`src/rtl/conv_window_gen.sv`:
```
// Sliding KSIZE x KSIZE window generator over a raster-order image stream.
// Optional macro WIN_CNT_EN adds a per-frame window counter output win_cnt.
module conv_window_gen #(
  parameter int IMA   = 8,
  parameter int KSIZE = 7,
  parameter int COLS  = 28,
  parameter int ROWS  = 28
) (
  input  logic                          clk,
  input  logic                          rst_n,
  input  logic                          start,
  input  logic [IMA-1:0]                pix_in,
  input  logic                          pix_valid,
  output logic                          pix_ready,
  output logic [IMA*KSIZE*KSIZE-1:0]    ima_out,
  output logic                          win_valid,
`ifdef WIN_CNT_EN
  output logic [15:0]                   win_cnt,
`endif
  output logic                          frame_done
);

  localparam int NUM   = KSIZE * KSIZE;
  localparam int SRLEN = (KSIZE - 1) * COLS + KSIZE;
  localparam int CW    = $clog2(COLS);
  localparam int RW    = $clog2(ROWS);
  localparam logic [CW-1:0] CMAX = CW'(COLS - 1);
  localparam logic [RW-1:0] RMAX = RW'(ROWS - 1);
  localparam logic [CW-1:0] KC   = CW'(KSIZE - 1);
  localparam logic [RW-1:0] KR   = RW'(KSIZE - 1);

  typedef enum logic [1:0] {IDLE, RUN, DONE} state_t;

  state_t               state_q, state_d;
  logic [RW-1:0]        row_q, row_d;
  logic [CW-1:0]        col_q, col_d;
  logic                 win_valid_q, win_valid_d;
  logic                 frame_done_q, frame_done_d;
  logic [IMA*NUM-1:0]   ima_out_q, ima_out_d;
  // Line buffers and window flattened into one raster-delay line: sr[0] is
  // the newest pixel, sr[d] the pixel accepted d pixels earlier.
  logic [IMA-1:0]       sr_q [SRLEN];
  logic [IMA-1:0]       sr_d [SRLEN];
`ifdef WIN_CNT_EN
  logic [15:0]          win_cnt_q, win_cnt_d;
`endif

  always_comb begin
    state_d      = state_q;
    row_d        = row_q;
    col_d        = col_q;
    win_valid_d  = 1'b0;
    frame_done_d = 1'b0;
    ima_out_d    = ima_out_q;
    sr_d         = sr_q;
`ifdef WIN_CNT_EN
    win_cnt_d    = win_cnt_q;
`endif
    case (state_q)
      IDLE: begin
        if (start) begin
          state_d = RUN;
          row_d   = '0;
          col_d   = '0;
`ifdef WIN_CNT_EN
          win_cnt_d = '0;
`endif
        end
      end
      RUN: begin
        if (pix_valid) begin
          sr_d[0] = pix_in;
          for (int n = 1; n < SRLEN; n++) sr_d[n] = sr_q[n-1];
          // Window complete only once KSIZE-1 full rows and columns are behind us.
          if (row_q >= KR && col_q >= KC) begin
            win_valid_d = 1'b1;
            for (int i = 0; i < KSIZE; i++)
              for (int j = 0; j < KSIZE; j++)
                ima_out_d[IMA*(i*KSIZE+j) +: IMA] = sr_d[(KSIZE-1-i)*COLS + (KSIZE-1-j)];
`ifdef WIN_CNT_EN
            win_cnt_d = win_cnt_q + 16'd1;
`endif
          end
          if (col_q == CMAX) begin
            col_d = '0;
            if (row_q == RMAX) begin
              row_d        = '0;
              state_d      = DONE;
              frame_done_d = 1'b1;
            end else begin
              row_d = row_q + 1'b1;
            end
          end else begin
            col_d = col_q + 1'b1;
          end
        end
      end
      DONE:    state_d = IDLE;
      default: state_d = IDLE;
    endcase
  end

  always_ff @(posedge clk or negedge rst_n) begin
    if (!rst_n) begin
      state_q      <= IDLE;
      row_q        <= '0;
      col_q        <= '0;
      win_valid_q  <= 1'b0;
      frame_done_q <= 1'b0;
      ima_out_q    <= '0;
`ifdef WIN_CNT_EN
      win_cnt_q    <= '0;
`endif
    end else begin
      state_q      <= state_d;
      row_q        <= row_d;
      col_q        <= col_d;
      win_valid_q  <= win_valid_d;
      frame_done_q <= frame_done_d;
      ima_out_q    <= ima_out_d;
`ifdef WIN_CNT_EN
      win_cnt_q    <= win_cnt_d;
`endif
    end
  end

  always_ff @(posedge clk) begin
    sr_q <= sr_d;
  end

  assign pix_ready  = (state_q == RUN);
  assign ima_out    = ima_out_q;
  assign win_valid  = win_valid_q;
  assign frame_done = frame_done_q;
`ifdef WIN_CNT_EN
  assign win_cnt    = win_cnt_q;
`endif

endmodule

```
`config.mk`:
```
export PLATFORM = sky130hd
export DESIGN_NAME = conv_window_gen
export DESIGN_NICKNAME = d
export VERILOG_FILES = /design/src/rtl/conv_window_gen.sv
export SDC_FILE = /design/constraint.sdc
export NUM_CORES = 1
export LEC_CHECK = 0
export CORE_MARGIN = 5
export CORE_UTILIZATION = 35
export DETAILED_ROUTE_END_ITERATION = 8
export PLACE_DENSITY_LB_ADDON = 0.15
export SYNTH_ARGS = -nofsm -noshare
export SYNTH_HDL_FRONTEND = slang
export SYNTH_SLANG_ARGS = --single-unit
```
`constraint.sdc`:
```
create_clock -name clk -period 28.1 [get_ports clk]
set_input_delay 5.62 -clock clk [delete_from_list [all_inputs] [get_ports clk]]
set_output_delay 5.62 -clock clk [all_outputs]
set_load 0.01 [all_outputs]
```
### Yosys cells after proc, flatten, opt, wreduce, memory -nomap -nowiden

Cells that the tools add are included.

* bits in registers: 1798
* input port bits: 12
* output and inout port bits: 395

* add/sub/neg operators: 2
* order comparisons: 2
* equality and inequality tests: 7
* mux-type cells: 20
* reductions and logical operators: 8

Operators by type and width (count)
* two-way mux 5 bit: 6
* one-hot mux 5 bit (2 select lines): 2
* adder 5 x 1 -> 5 bit, second input constant: 2
* equality test 5 bit, second input constant: 2
* greater-or-equal comparator 5 x 3 -> 1 bit, second input constant: 2
* two-way mux 2 bit: 4
* AND reduction 4 bit: 2
* two-way mux 1 bit: 7
* AND reduction 3 bit: 2
* inequality test 2 x 1 -> 1 bit, second input constant: 2
* inequality test 2 bit, second input constant: 2
* one-hot mux 2 bit (2 select lines): 1
* equality test 2 x 1 -> 1 bit, second input constant: 1
* zero test 2 bit: 1
* AND reduction 2 bit: 1
* nonzero test 2 bit: 1
* logical AND 1 bit: 1

### Longest topological paths before layout

Gate-level depths: netlist of the first run.

* word-level depth: 5
* mapped depth: 7

### Worst setup path before layout of the first run

Ideal clock, no wire load.

* path type: input-to-reg
* start: in pix_valid
* end: reg row_q[2]
* library setup time: 0.148 ns
* arrival: 35.411 ns
* data required time: 27.952 ns
* setup slack: -7.459 ns
* cell stages on the path: 4
* buffers on the path: 0
* cells stage by stage: nand3b_1 > inv_1 > a311oi_1 > a41o_1

* word-level cells in the longest chain between the ends: 2

RTL lines
* start, declared: line 13 `input logic pix_valid,`
* inequality test 2 bit (no line)
* AND reduction 4 bit (no line)
* end signal, assigned: line 116 `row_q <= row_d;`
* end, declared: line 35 `logic [RW-1:0] row_q, row_d;`

No other way between the ends.
A chain may end at the register's enable or synchronous reset.

### Worst setup path after layout of the first run

* start: in pix_valid
* end: reg sr_q[1083] in the netlist's numbering (enable)

* word-level cells in the longest chain between the ends: 1

RTL lines
* AND reduction 2 bit (no line)
* end signal, assigned: line 128 `sr_q <= sr_d;`
* end, declared: line 42 `logic [IMA-1:0] sr_q [SRLEN];`

No other way between the ends.

==> metrics.log, run 1 <==
INFO  metric outcome = finished, final reports clean
INFO  metric drt_pre_antenna_iters = 6
INFO  metric postSynth.asyncResetShare = 0.226
INFO  metric worst_setup_path_start_kind = input pin
INFO  metric clk_transition_reported_paths = ~60 ps
INFO  metric worst_r2r_path_depth = 8
INFO  metric timing.final.setup_violations = 0
INFO  metric setup_tns = 0 ps
INFO  metric worst_setup_path_end_kind = register
INFO  metric die-height = 414 um
INFO  metric layout.nets = between 2000 and 3000
INFO  metric power.net_switching = 1.36 mW
INFO  metric final_common_cell = sky130_fd_sc_hd__edfxtp_1
INFO  metric cts_setup_buffers = 0
INFO  metric cts-htree-levels = 4
INFO  metric overflow = 0
INFO  metric remaining_drc_errors = 0
INFO  metric die_area = around 170000 um^2
INFO  metric synth_fp_nets = 2313
INFO  metric internal-power = 4.70 mW
INFO  metric timing.hold.worst_path_depth = 0
INFO  metric final_layout_size_suffix_gt1_frac = 0.132
INFO  metric pwr-share-seq = 0.505
INFO  metric timing.critical_path.required = approximately 28000 ps
INFO  metric synth-seq-area-share = 0.907
INFO  metric synth-warning-count = 0
INFO  metric postSynth.topFlopCell = sky130_fd_sc_hd__edfxtp_1
INFO  metric start_util = 0.352
INFO  metric number_of_vias_per_cell = between 4 and 5
INFO  metric initial_antenna_violation_count = 1
INFO  metric hold_end = sr_q[445]
INFO  metric cts_resized = 0
INFO  metric fillerInstances = ~14000
INFO  metric wl_per_cell = 18.6 um
INFO  metric power.leakage = between 20 and 25 nW
INFO  metric globalplace.congestion = 0.734
INFO  metric synth_enable_flop_cells = 1392
INFO  metric via_count_of_the_first_global_routing_pass = 24400
INFO  metric cts.path.max_buffers = 3
INFO  metric clock_power_share = 0.407
INFO  metric timing.rr.end = sr_q[1083]
INFO  metric grt_max_degree = about 190
INFO  metric max-vdd-ir-drop = approximately 0.06 mV
INFO  metric core_area = between 150000 and 200000 um^2
INFO  metric crit-reg2reg-launch = state_q[1]
INFO  metric die_width = about 410 um
INFO  metric critical_path_class = in2reg
INFO  metric type_of_the_most_critical_hold_path = reg2reg
INFO  metric insertedDiodeCount = 0
INFO  metric row_count = ~150
INFO  metric ys_types = 35
INFO  metric critPathArrivalTime = ~12000 ps
INFO  metric synthToLayoutAreaGrowth = 22.4%
INFO  metric min-delay-start = sr_q[453]
INFO  metric hold_violations = 0
INFO  metric final_core_utilization = 0.430
INFO  metric global_route_wire_length_before_repair = between 150000 and 200000 um
INFO  metric max_slew_headroom = 0.279
INFO  metric power-per-cell-area = 86.5 nW/um^2
INFO  metric totalWireLength = 97100 um
INFO  metric numCtsBuffers = around 190
INFO  metric antenna_violating_nets_post_route = 0
INFO  metric grt_setup_unrepaired = false
INFO  metric cts_tree = yes
INFO  metric boundaryPins = 407
INFO  metric mostFrequentLayoutCells = sky130_fd_sc_hd__edfxtp_1, sky130_fd_sc_hd__dfrtp_1, sky130_fd_sc_hd__clkdlybuf4s50_1
INFO  metric dr_total_vias = 22800
INFO  metric first_iter_violations = 1855
INFO  metric drv.max_cap_violation_count = 0
INFO  metric timing_worst_slew_pin_value = about 1100 ps
INFO  metric layout_worst_path_cycle_share = 0.408
INFO  metric place.port_buffers = 406
INFO  metric finalMaxSlewViolations = 0
INFO  metric layoutNonFillerInstCount = around 5200
INFO  metric worst-path-max-fanout = 88
INFO  metric reg2reg_slack = approximately 21000 ps
INFO  metric worst_clock_skew = ~36 ps
INFO  metric clock_latency = 780 ps
INFO  metric detailed_place_hpwl = between 50000 and 60000 um
INFO  metric postSynthCellCount = around 2300
INFO  metric switch_share = 0.224
INFO  metric synth_area = 57300 um^2
INFO  metric period_needed = roughly 11000 ps
INFO  metric tritoncts_num_sinks = between 1500 and 2000
INFO  metric dp_cells = 4860
INFO  metric track_usage = 0.110
INFO  metric avgSynthCellArea = roughly 25 um^2
INFO  metric synth.ff_latch_count = ~1800
INFO  metric power_frac_comb = 0.089
INFO  metric cts.root.buffer_cell = sky130_fd_sc_hd__clkbuf_16
INFO  metric clock.fmax = 87.1 MHz
INFO  metric cts_hold_repair.buffers = 0
area by class of cell:
class	count	area [um^2]	area share
flip-flops and latches	1798	52000	0.742
clock buffers	248	5130	0.0732
multi-input cells	447	4820	0.0688
repair buffers	433	4300	0.0613
well taps	2175	2720	0.0388
clock inverters	104	1110	0.0159
inverters	7	30.0	0.000429
Yosys cell counts (3+ instances only):
master	n	area share
sky130_fd_sc_hd__mux2_1	300	0.059
sky130_fd_sc_hd__buf_4	8	0.0010
sky130_fd_sc_hd__edfxtp_1	1392	0.73
sky130_fd_sc_hd__nand4b_1	3	0.00046
sky130_fd_sc_hd__buf_2	3	0.00026
sky130_fd_sc_hd__nor2_1	4	0.00026
sky130_fd_sc_hd__mux2i_1	4	0.00070
sky130_fd_sc_hd__buf_6	33	0.0065
sky130_fd_sc_hd__ha_1	4	0.00087
sky130_fd_sc_hd__mux2_2	92	0.018
sky130_fd_sc_hd__nand2_1	3	0.00020
sky130_fd_sc_hd__dfrtp_1	406	0.18
sky130_fd_sc_hd__inv_1	7	0.00046
sky130_fd_sc_hd__nand3_1	3	0.00026
sky130_fd_sc_hd__a311oi_1	3	0.00046
sky130_fd_sc_hd__o21ai_0	5	0.00044
critical path: stages:
cell	delay, ps
sky130_fd_sc_hd__clkdlybuf4s50_1	520
sky130_fd_sc_hd__nand3b_1	280
sky130_fd_sc_hd__clkinvlp_4	180
sky130_fd_sc_hd__buf_4	600
sky130_fd_sc_hd__buf_4	840
sky130_fd_sc_hd__buf_4	850
sky130_fd_sc_hd__buf_4	830
sky130_fd_sc_hd__buf_4	940
sky130_fd_sc_hd__buf_4	950
power groups by stage:
stage	Clock [mW]	Sequential, mW	Combinational [mW]
6_report	2.46	3.06	0.537
5_1_grt	2.68	3.07	0.581
4_1_cts	2.56	3.06	0.553
3_5_place_dp	0	3.11	0.549
3_3_place_gp	0	3.11	0.541
2_1_floorplan	0	3.21	0.282
kinds of logic after synthesis:
| family | share of synthesized area |
|---|---|
| flops | 0.907 |
| mux | 0.0778 |
| buf+inv | 0.00833 |
| simple gates | 0.00295 |
| compound gates | 0.00256 |
| fa+ha+maj | 0.000874 |
metal layers:
layer | track usage | wire length [um] | vias to the layer above
met1 | 0.143 | 42900 | 12100
met4 | 0.0357 | 2390 | 0
met2 | 0.179 | 46400 | 461
met5 | 0 | 0 | -
met3 | 0.0333 | 5380 | 181
li1 | - | - | 10100
flip-flops by register name (all words and copies together) (netlist names):
| signal | count |
|---|---|
| state_q | 2 |
| win_valid | 1 |
| col_q | 5 |
| row_q | 5 |
| frame_done | 1 |
| sr_q | 1392 |
| ima_out | 392 |
through the flow:
stage | hold WS (ps) | setup WS (ps) | power, mW | cell area (um^2)
after floorplan | 400 | 707 | 3.50 | 57300
after global placement | 400 | 15890 | 3.65 | 63800
after detailed placement | 405 | 15630 | 3.66 | 63800
after CTS | 378 | 16550 | 6.17 | 70100
after global routing | 385 | 16170 | 6.33 | 70100
final | 384 | 16630 | 6.06 | 70100
worst max path at each step:
stage,startpoint,to,slack (ps),cells past startpoint
after floorplan,pix_valid,sr_q[1000],710,2
after global placement,pix_valid,sr_q[1129],15890,9
after detailed placement,pix_valid,sr_q[1145],15630,9
after CTS,pix_valid,sr_q[1113],16550,9
after global routing,pix_valid,sr_q[991],16170,9
final,pix_valid,sr_q[1083],16630,9
Power figures use the tool's default switching activity.
==> run 2: changes to the inputs <==
==> constraint.sdc (replaced) <==
create_clock -name clk -period 12 [get_ports clk]
set_input_delay 2.4 -clock clk [delete_from_list [all_inputs] [get_ports clk]]
set_output_delay 2.4 -clock clk [all_outputs]
set_load 0.01 [all_outputs]
==> run 2 against run 1 <==
  * Via count decreased by 0.50%
  * Sequential share of layout area increased by 0.054 points
  * Clock skew decreased by 13 ps
  * First-iteration DRC count decreased by 3.0%
  * Sequential power increased by 130%
  * Core utilization about the same
  * Worst hold slack improved by 16 ps
  * Clock power increased by 130%
  * Combinational power increased by 130%
==> metrics.log, run 2 (same netlist as run 1, synthesis figures left out) <==
INFO  metric cts.root.buffer_cell = sky130_fd_sc_hd__clkbuf_16 (unchanged)
INFO  metric worst_setup_path_end_kind = register (unchanged)
INFO  metric hold_violations = 0 (unchanged)
INFO  metric track_usage = 0.110 (about the same)
INFO  metric global_route_wire_length_before_repair = 149000 um (was 150000 um)
INFO  metric final_layout_worst_hold_slack = 400 ps (was 384 ps)
INFO  metric timing.hold.worst_path_depth = 0 (unchanged)
INFO  metric cpLargestDelayFamily = buffers and inverters (unchanged)
INFO  metric finalMaxSlewViolations = 0 (unchanged)
INFO  metric first_iter_violations = 1799 (was 1855)
INFO  metric timing.critical_path.required = 12370 ps (was 28480 ps)
INFO  metric cts_hold_repair.buffers = 0 (unchanged)
INFO  metric timing.rr.end = sr_q[336] (was sr_q[1083])
INFO  metric place.port_buffers = 406 (unchanged)
INFO  metric die_width = 414 um (unchanged)
INFO  metric power-per-cell-area = 202 nW/um^2 (was 86.5 nW/um^2)
INFO  metric boundaryPins = 407 (unchanged)
INFO  metric cts_tree = yes (unchanged)
INFO  metric cpMostUsedCell = sky130_fd_sc_hd__buf_12 (was sky130_fd_sc_hd__buf_4)
INFO  metric cts-htree-levels = 4 (unchanged)
INFO  metric worst_setup_path_start_kind = input pin (unchanged)
INFO  metric clock.fmax = 195 MHz
INFO  metric power.leakage = 20.4 nW (about the same)
INFO  metric core_area = 163000 um^2 (unchanged)
INFO  metric timing_worst_slew_pin_value = 1220 ps (was 1080 ps)
INFO  metric final_common_cell = sky130_fd_sc_hd__edfxtp_1 (unchanged)
INFO  metric grt_setup_unrepaired = false (unchanged)
INFO  metric buffer_and_inverter_count_on_the_worst_path = 4 (was 8)
INFO  metric type_of_the_most_critical_hold_path = reg2reg (unchanged)
INFO  metric worst_clock_skew = 23.5 ps (was 36.4 ps)
INFO  metric drv.max_cap_violation_count = 0 (unchanged)
INFO  metric worst-path-max-fanout = 182 (was 88)
INFO  metric clock_latency = 750 ps (was 780 ps)
INFO  metric totalWireLength = 96400 um (was 97100 um)
INFO  metric remaining_drc_errors = 0 (unchanged)
INFO  metric mostFrequentLayoutCells = sky130_fd_sc_hd__edfxtp_1, sky130_fd_sc_hd__dfrtp_1, sky130_fd_sc_hd__clkdlybuf4s50_1 (unchanged)
INFO  metric largest_register_ff_count = 1392 (unchanged)
INFO  metric start_util = 0.352 (unchanged)
INFO  metric cpMaxStageDelayCell = sky130_fd_sc_hd__buf_12 (was sky130_fd_sc_hd__buf_4)
INFO  metric critical_path.max_stage_delay = 580 ps (was 950 ps)
INFO  metric reg2reg_slack = 8430 ps (was 21370 ps)
INFO  metric fillerInstances = 13900 (about the same)
INFO  metric die_area = 172000 um^2 (unchanged)
INFO  metric layout_worst_path_cycle_share = 0.428
INFO  metric placement.setup.worst_slack = 6070 ps (was 15630 ps)
INFO  metric period_needed = approximately 5000 ps
INFO  metric outcome = finished, final reports clean (unchanged)
INFO  metric critical_path_class = in2reg (unchanged)
INFO  metric grt_max_degree = 193 (was 187)
INFO  metric antenna_violating_nets_post_route = 0 (unchanged)
INFO  metric numCtsBuffers = 185 (was 187)
INFO  metric worst_r2r_path_depth = 4 (was 8)
INFO  metric final_layout_size_suffix_gt1_frac = 0.127 (was 0.132)
INFO  metric finalWorstSetupSlack = 6860 ps (was 16630 ps)
INFO  metric globalplace.congestion = 0.744 (was 0.734)
INFO  metric crit-reg2reg-launch = state_q[1] (unchanged)
INFO  metric critPathArrivalTime = 5500 ps (was 11850 ps)
INFO  metric drt_pre_antenna_iters = 4 (was 6)
INFO  metric detailed_place_hpwl = 53500 um (was 54900 um)
INFO  metric hold_end = sr_q[585] (was sr_q[445])
INFO  metric tritoncts_num_sinks = 1798 (unchanged)
INFO  metric min-delay-start = sr_q[593] (was sr_q[453])
INFO  metric cts_resized = 0 (unchanged)
INFO  metric synthToLayoutAreaGrowth = 22.3% (was 22.4%)
INFO  metric insertedDiodeCount = 0 (unchanged)
INFO  metric layout.nets = 2881 (was 2890)
INFO  metric row_count = 148 (unchanged)
INFO  metric clk_transition_reported_paths = 60 ps (about the same)
INFO  metric largest_register = sr_q (unchanged)
INFO  metric worstPathCellList = clkdlybuf4s50_1 > nand3b_1 > clkinvlp_4 > buf_12 > buf_12 (was clkdlybuf4s50_1 > nand3b_1 > clkinvlp_4 > buf_4 > buf_4 > buf_4 > buf_4 > buf_4 > buf_4)
INFO  metric dr_total_vias = 22700 (was 22800)
INFO  metric wl_per_cell = 18.5 um (was 18.6 um)
INFO  metric number_of_vias_per_cell = 4.36 (was 4.38)
INFO  metric via_count_of_the_first_global_routing_pass = 24000 (was 24400)
INFO  metric overflow = 0 (unchanged)
INFO  metric die-height = 414 um (unchanged)
INFO  metric max-vdd-ir-drop = 0.153 mV (was 0.0599 mV)
INFO  metric initial_antenna_violation_count = 3 (was 1)
INFO  metric stdcell_area = 70000 um^2 (was 70100 um^2)
INFO  metric cts.path.max_buffers = 3 (unchanged)
INFO  metric max_slew_headroom = 0.185 (was 0.279)
INFO  metric setup_tns = 0 ps (unchanged)
INFO  metric cts_setup_buffers = 0 (unchanged)
INFO  metric report.power.total = 14.1 mW (was 6.06 mW)
INFO  metric post_dp_cell_area = 63900 um^2 (was 63800 um^2)
INFO  metric timing.final.setup_violations = 0 (unchanged)
[run 2: cell count changes in the layout (fill, tap and decap cells not counted), moves of 3 or more]
cell	delta
sky130_fd_sc_hd__clkinvlp_4	-6
sky130_fd_sc_hd__buf_4	-14
sky130_fd_sc_hd__clkbuf_1	+10
sky130_fd_sc_hd__buf_12	+7
sky130_fd_sc_hd__clkbuf_8	-3
[run 2: how the worst max path moves through the flow]
stage	from	end	slack, ps	cells past startpoint
CTS	pix_valid	sr_q[70]	6960	5
global route	pix_valid	sr_q[81]	6710	5
finish	pix_valid	sr_q[336]	6860	5
global placement	pix_valid	sr_q[143]	6170	5
detailed placement	pix_valid	sr_q[124]	6070	5
floorplan	pix_valid	sr_q[1000]	-12170	2
[run 2: cell type report]
cell class / instances / area [um^2] / area share
clock inverters: 93 / 980 / 0.0140
inverters: 7 / 30.0 / 0.000429
multi-input cells: 447 / 4820 / 0.0688
clock buffers: 257 / 5180 / 0.0739
repair buffers: 426 / 4330 / 0.0619
well taps: 2175 / 2720 / 0.0389
flip-flops and latches: 1798 / 52000 / 0.742
[run 2: worst reg2reg max path: cells and delay by family, from the launching register on]
family / cells / cell delay, ps
buffers and inverters: 3 / 2090
DFF: 1 / 490
and+or+nand+nor: 1 / 400
[run 2: through the flow]
step                 util  instances
floorplan               -       2297
global placement    0.392       4853
detailed placement  0.392       4853
CTS                 0.430       5203
global route        0.430       5203
finish              0.430       5203
[run 2: power by group]
group | switching (mW) | leakage, nW | internal (mW)
Clock | 2.34 | 3.02 | 3.37
Combinational | 0.623 | 2.80 | 0.632
Sequential | 0.160 | 14.5 | 7.01
Total | 3.12 | 20.4 | 11.0
[run 2: layer usage]
metal  routed length, um  part of all wire  global-route usage  up-vias
met2               46600              0.48               0.177      486
met3                5190             0.054              0.0325      193
met4                2390             0.025              0.0355        0
li1                    -                 -                   -    10100
met1               42200              0.44               0.143    11900
met5                   0                 0                   0        -
==> run 3: changes to the inputs <==
==> constraint.sdc (replaced) <==
create_clock -name clk -period 4.55 [get_ports clk]
set_input_delay 0.91 -clock clk [delete_from_list [all_inputs] [get_ports clk]]
set_output_delay 0.91 -clock clk [all_outputs]
set_load 0.01 [all_outputs]
==> run 3 against run 2 <==
  * Die area is the same
  * Clock skew is 1.5 ps higher
  * Largest power group unchanged
  * Critical path depth shrank 3
  * Clock-buffer cell count decreased by 4
  * Register-to-register slack worse by 6500 ps
  * Final cell count rose by 0.56%
  * Core utilization rose by 0.21 points
  * Flip-flop and latch count stayed put
  * Non-clock buffer count up 33
  * Cell area is 0.50% higher
  * Combinational power grew to 2.7 times the previous value
  * Setup slack got worse by 5700 ps
==> metrics.log, run 3 (same netlist as run 1, synthesis figures left out) <==
INFO  metric outcome = finished, final reports clean (unchanged)
INFO  metric clock_latency = 770 ps (was 750 ps)
INFO  metric critical_path.max_stage_delay = 660 ps (was 580 ps)
INFO  metric wl_per_cell = 18.7 um (was 18.5 um)
INFO  metric track_usage = 0.111 (was 0.110)
INFO  metric hold_violations = 0 (unchanged)
INFO  metric tritoncts_num_sinks = 1798 (unchanged)
INFO  metric remaining_drc_errors = 0 (unchanged)
INFO  metric clock_power_share = 0.403 (was 0.404)
INFO  metric core_area = 163000 um^2 (unchanged)
INFO  metric clk_transition_reported_paths = 60 ps (about the same)
INFO  metric numCtsBuffers = 183 (was 185)
INFO  metric overflow = 0 (unchanged)
INFO  metric worst-path-max-fanout = 11 (was 182)
INFO  metric largest_register_ff_count = 1392 (unchanged)
INFO  metric initial_antenna_violation_count = 0 (was 3)
INFO  metric type_of_the_most_critical_hold_path = in2async (was reg2reg)
INFO  metric power_frac_comb = 0.091 (was 0.089)
INFO  metric timing.rr.end = ima_out[290] (was sr_q[336])
INFO  metric pwr-share-seq = 0.506 (was 0.507)
INFO  metric setup_tns = 0 ps (unchanged)
INFO  metric die_width = 414 um (unchanged)
INFO  metric die_area = 172000 um^2 (unchanged)
INFO  metric worstSetupEndpoint = pix_ready (was sr_q[336])
INFO  metric globalplace.congestion = 0.747 (was 0.744)
INFO  metric power.net_switching = 8.25 mW (was 3.12 mW)
INFO  metric dr_total_vias = 22900 (was 22700)
INFO  metric start_util = 0.352 (unchanged)
INFO  metric clock.fmax = approximately 300 MHz
INFO  metric drt_pre_antenna_iters = 5 (was 4)
INFO  metric grt_max_degree = 185 (was 193)
INFO  metric cpMaxStageDelayCell = sky130_fd_sc_hd__clkdlybuf4s50_1 (was sky130_fd_sc_hd__buf_12)
INFO  metric internal-power = 29.1 mW (was 11.0 mW)
INFO  metric antenna_violating_nets_post_route = 0 (unchanged)
INFO  metric timing_worst_slew_pin_value = 987 ps (was 1220 ps)
INFO  metric crit-reg2reg-launch = state_q[1] (unchanged)
INFO  metric global_route_wire_length_before_repair = 151000 um (was 149000 um)
INFO  metric cts.path.max_buffers = 3 (unchanged)
INFO  metric timing.critical_path.required = 3640 ps (was 12370 ps)
INFO  metric number_of_vias_per_cell = 4.38 (was 4.36)
INFO  metric layoutNonFillerInstCount = 5232 (was 5203)
INFO  metric cts_setup_buffers = 0 (unchanged)
INFO  metric cpLargestDelayFamily = buffers and inverters (unchanged)
INFO  metric period_needed = about 3400 ps
INFO  metric worst_r2r_path_depth = 5 (was 4)
INFO  metric worstPathCellList = nor2b_1 > clkdlybuf4s50_1 (was clkdlybuf4s50_1 > nand3b_1 > clkinvlp_4 > buf_12 > buf_12)
INFO  metric largest_register = sr_q (unchanged)
INFO  metric power.leakage = 20.5 nW (was 20.4 nW)
INFO  metric fillerInstances = 13900 (about the same)
INFO  metric mostFrequentLayoutCells = sky130_fd_sc_hd__edfxtp_1, sky130_fd_sc_hd__dfrtp_1, sky130_fd_sc_hd__clkdlybuf4s50_1 (unchanged)
INFO  metric cts_tree = yes (unchanged)
INFO  metric drv.max_cap_violation_count = 0 (unchanged)
INFO  metric switch_share = 0.221 (about the same)
INFO  metric power-per-cell-area = 531 nW/um^2 (was 202 nW/um^2)
INFO  metric cp.depth = 2 (was 5)
INFO  metric max-vdd-ir-drop = 0.379 mV (was 0.153 mV)
INFO  metric final_common_cell = sky130_fd_sc_hd__edfxtp_1 (unchanged)
INFO  metric worst_clock_skew = 24.9 ps (was 23.5 ps)
INFO  metric row_count = 148 (unchanged)
INFO  metric launch_point_of_the_worst_path = state_q[0] (was pix_valid)
INFO  metric critical_path_class = reg2out (was in2reg)
INFO  metric cts_resized = 0 (unchanged)
INFO  metric synthToLayoutAreaGrowth = 22.9% (was 22.3%)
INFO  metric first_iter_violations = 1856 (was 1799)
INFO  metric grt_setup_unrepaired = false (unchanged)
INFO  metric finalMaxSlewViolations = 0 (unchanged)
INFO  metric final_layout_size_suffix_gt1_frac = 0.136 (was 0.127)
INFO  metric cts-htree-levels = 4 (unchanged)
INFO  metric max_slew_headroom = 0.342 (was 0.185)
INFO  metric critPathArrivalTime = 2480 ps (was 5500 ps)
INFO  metric layout_worst_path_cycle_share = 0.744
INFO  metric reg2reg_slack = 1950 ps (was 8430 ps)
INFO  metric final_layout_worst_hold_slack = 204 ps (was 400 ps)
INFO  metric via_count_of_the_first_global_routing_pass = 24400 (was 24000)
INFO  metric cts_hold_repair.buffers = 0 (unchanged)
INFO  metric worst_setup_path_start_kind = register (was input pin)
INFO  metric buffer_and_inverter_count_on_the_worst_path = 1 (was 4)
INFO  metric detailed_place_hpwl = 56100 um (was 53500 um)
INFO  metric totalWireLength = 97800 um (was 96400 um)
INFO  metric insertedDiodeCount = 0 (unchanged)
INFO  metric timing.final.setup_violations = 0 (unchanged)
INFO  metric die-height = 414 um (unchanged)
INFO  metric layout.nets = 2912 (was 2881)
INFO  metric boundaryPins = 407 (unchanged)
INFO  metric place.port_buffers = 406 (unchanged)
INFO  metric cts.root.buffer_cell = sky130_fd_sc_hd__clkbuf_16 (unchanged)
INFO  metric dp_cells = 4886 (was 4853)
INFO  metric worst_setup_path_end_kind = output pin (was register)
-- run 3: how the worst min path moves through the flow --
stage,from,endpoint,slack [ps],cells past startpoint
2_1_floorplan,sr_q[1008],sr_q[1000],400,0
3_3_place_gp,sr_q[598],sr_q[590],400,0
3_5_place_dp,sr_q[1017],sr_q[1009],400,0
4_1_cts,rst_n,ima_out[119],180,1
5_1_grt,rst_n,ima_out[101],200,1
6_report,rst_n,ima_out[101],200,1
-- run 3: worst reg2reg max path, stage by stage (launching register included) --
cell	delay, ps
sky130_fd_sc_hd__dfrtp_1	500
sky130_fd_sc_hd__nand3b_1	420
sky130_fd_sc_hd__a221oi_4	360
sky130_fd_sc_hd__buf_4	270
sky130_fd_sc_hd__buf_12	430
sky130_fd_sc_hd__mux2_1	490
-- run 3: power groups by stage --
stage          clock network [mW]  logic (mW)  registers, mW
6_report                     15.1        3.40           18.9
2_1_floorplan                   0        1.74           19.8
3_3_place_gp                    0        3.44           19.2
4_1_cts                      15.7        3.50           18.9
3_5_place_dp                    0        3.48           19.2
5_1_grt                      16.4        3.67           19.0
-- run 3: final cells by class --
cell class,instances,area [um^2],area share
repair buffers,459,4680,0.0665
well taps,2175,2720,0.0387
multi-input cells,447,4820,0.0685
clock buffers,253,5110,0.0726
clock inverters,93,1050,0.0149
flip-flops and latches,1798,52000,0.738
inverters,7,30.0,0.000427
-- run 3: layer usage --
metal,wire length [um],share of wire,GRT usage,vias to the layer above
li1,-,-,-,10200
met1,42700,0.44,0.143,12100
met2,47600,0.49,0.182,507
met3,5180,0.053,0.0324,189
met4,2290,0.023,0.0350,0
met5,0,0,0,-
-- run 3: stage by stage --
step	power [mW]	util	area, um^2	worst slack [ps]
global placement	22.7	0.394	64200	1150
floorplan	21.6	-	57300	-18130
finish	37.4	0.432	70400	1160
global route	39.0	0.432	70400	1020
CTS	38.1	0.432	70400	1110
detailed placement	22.7	0.394	64200	1100
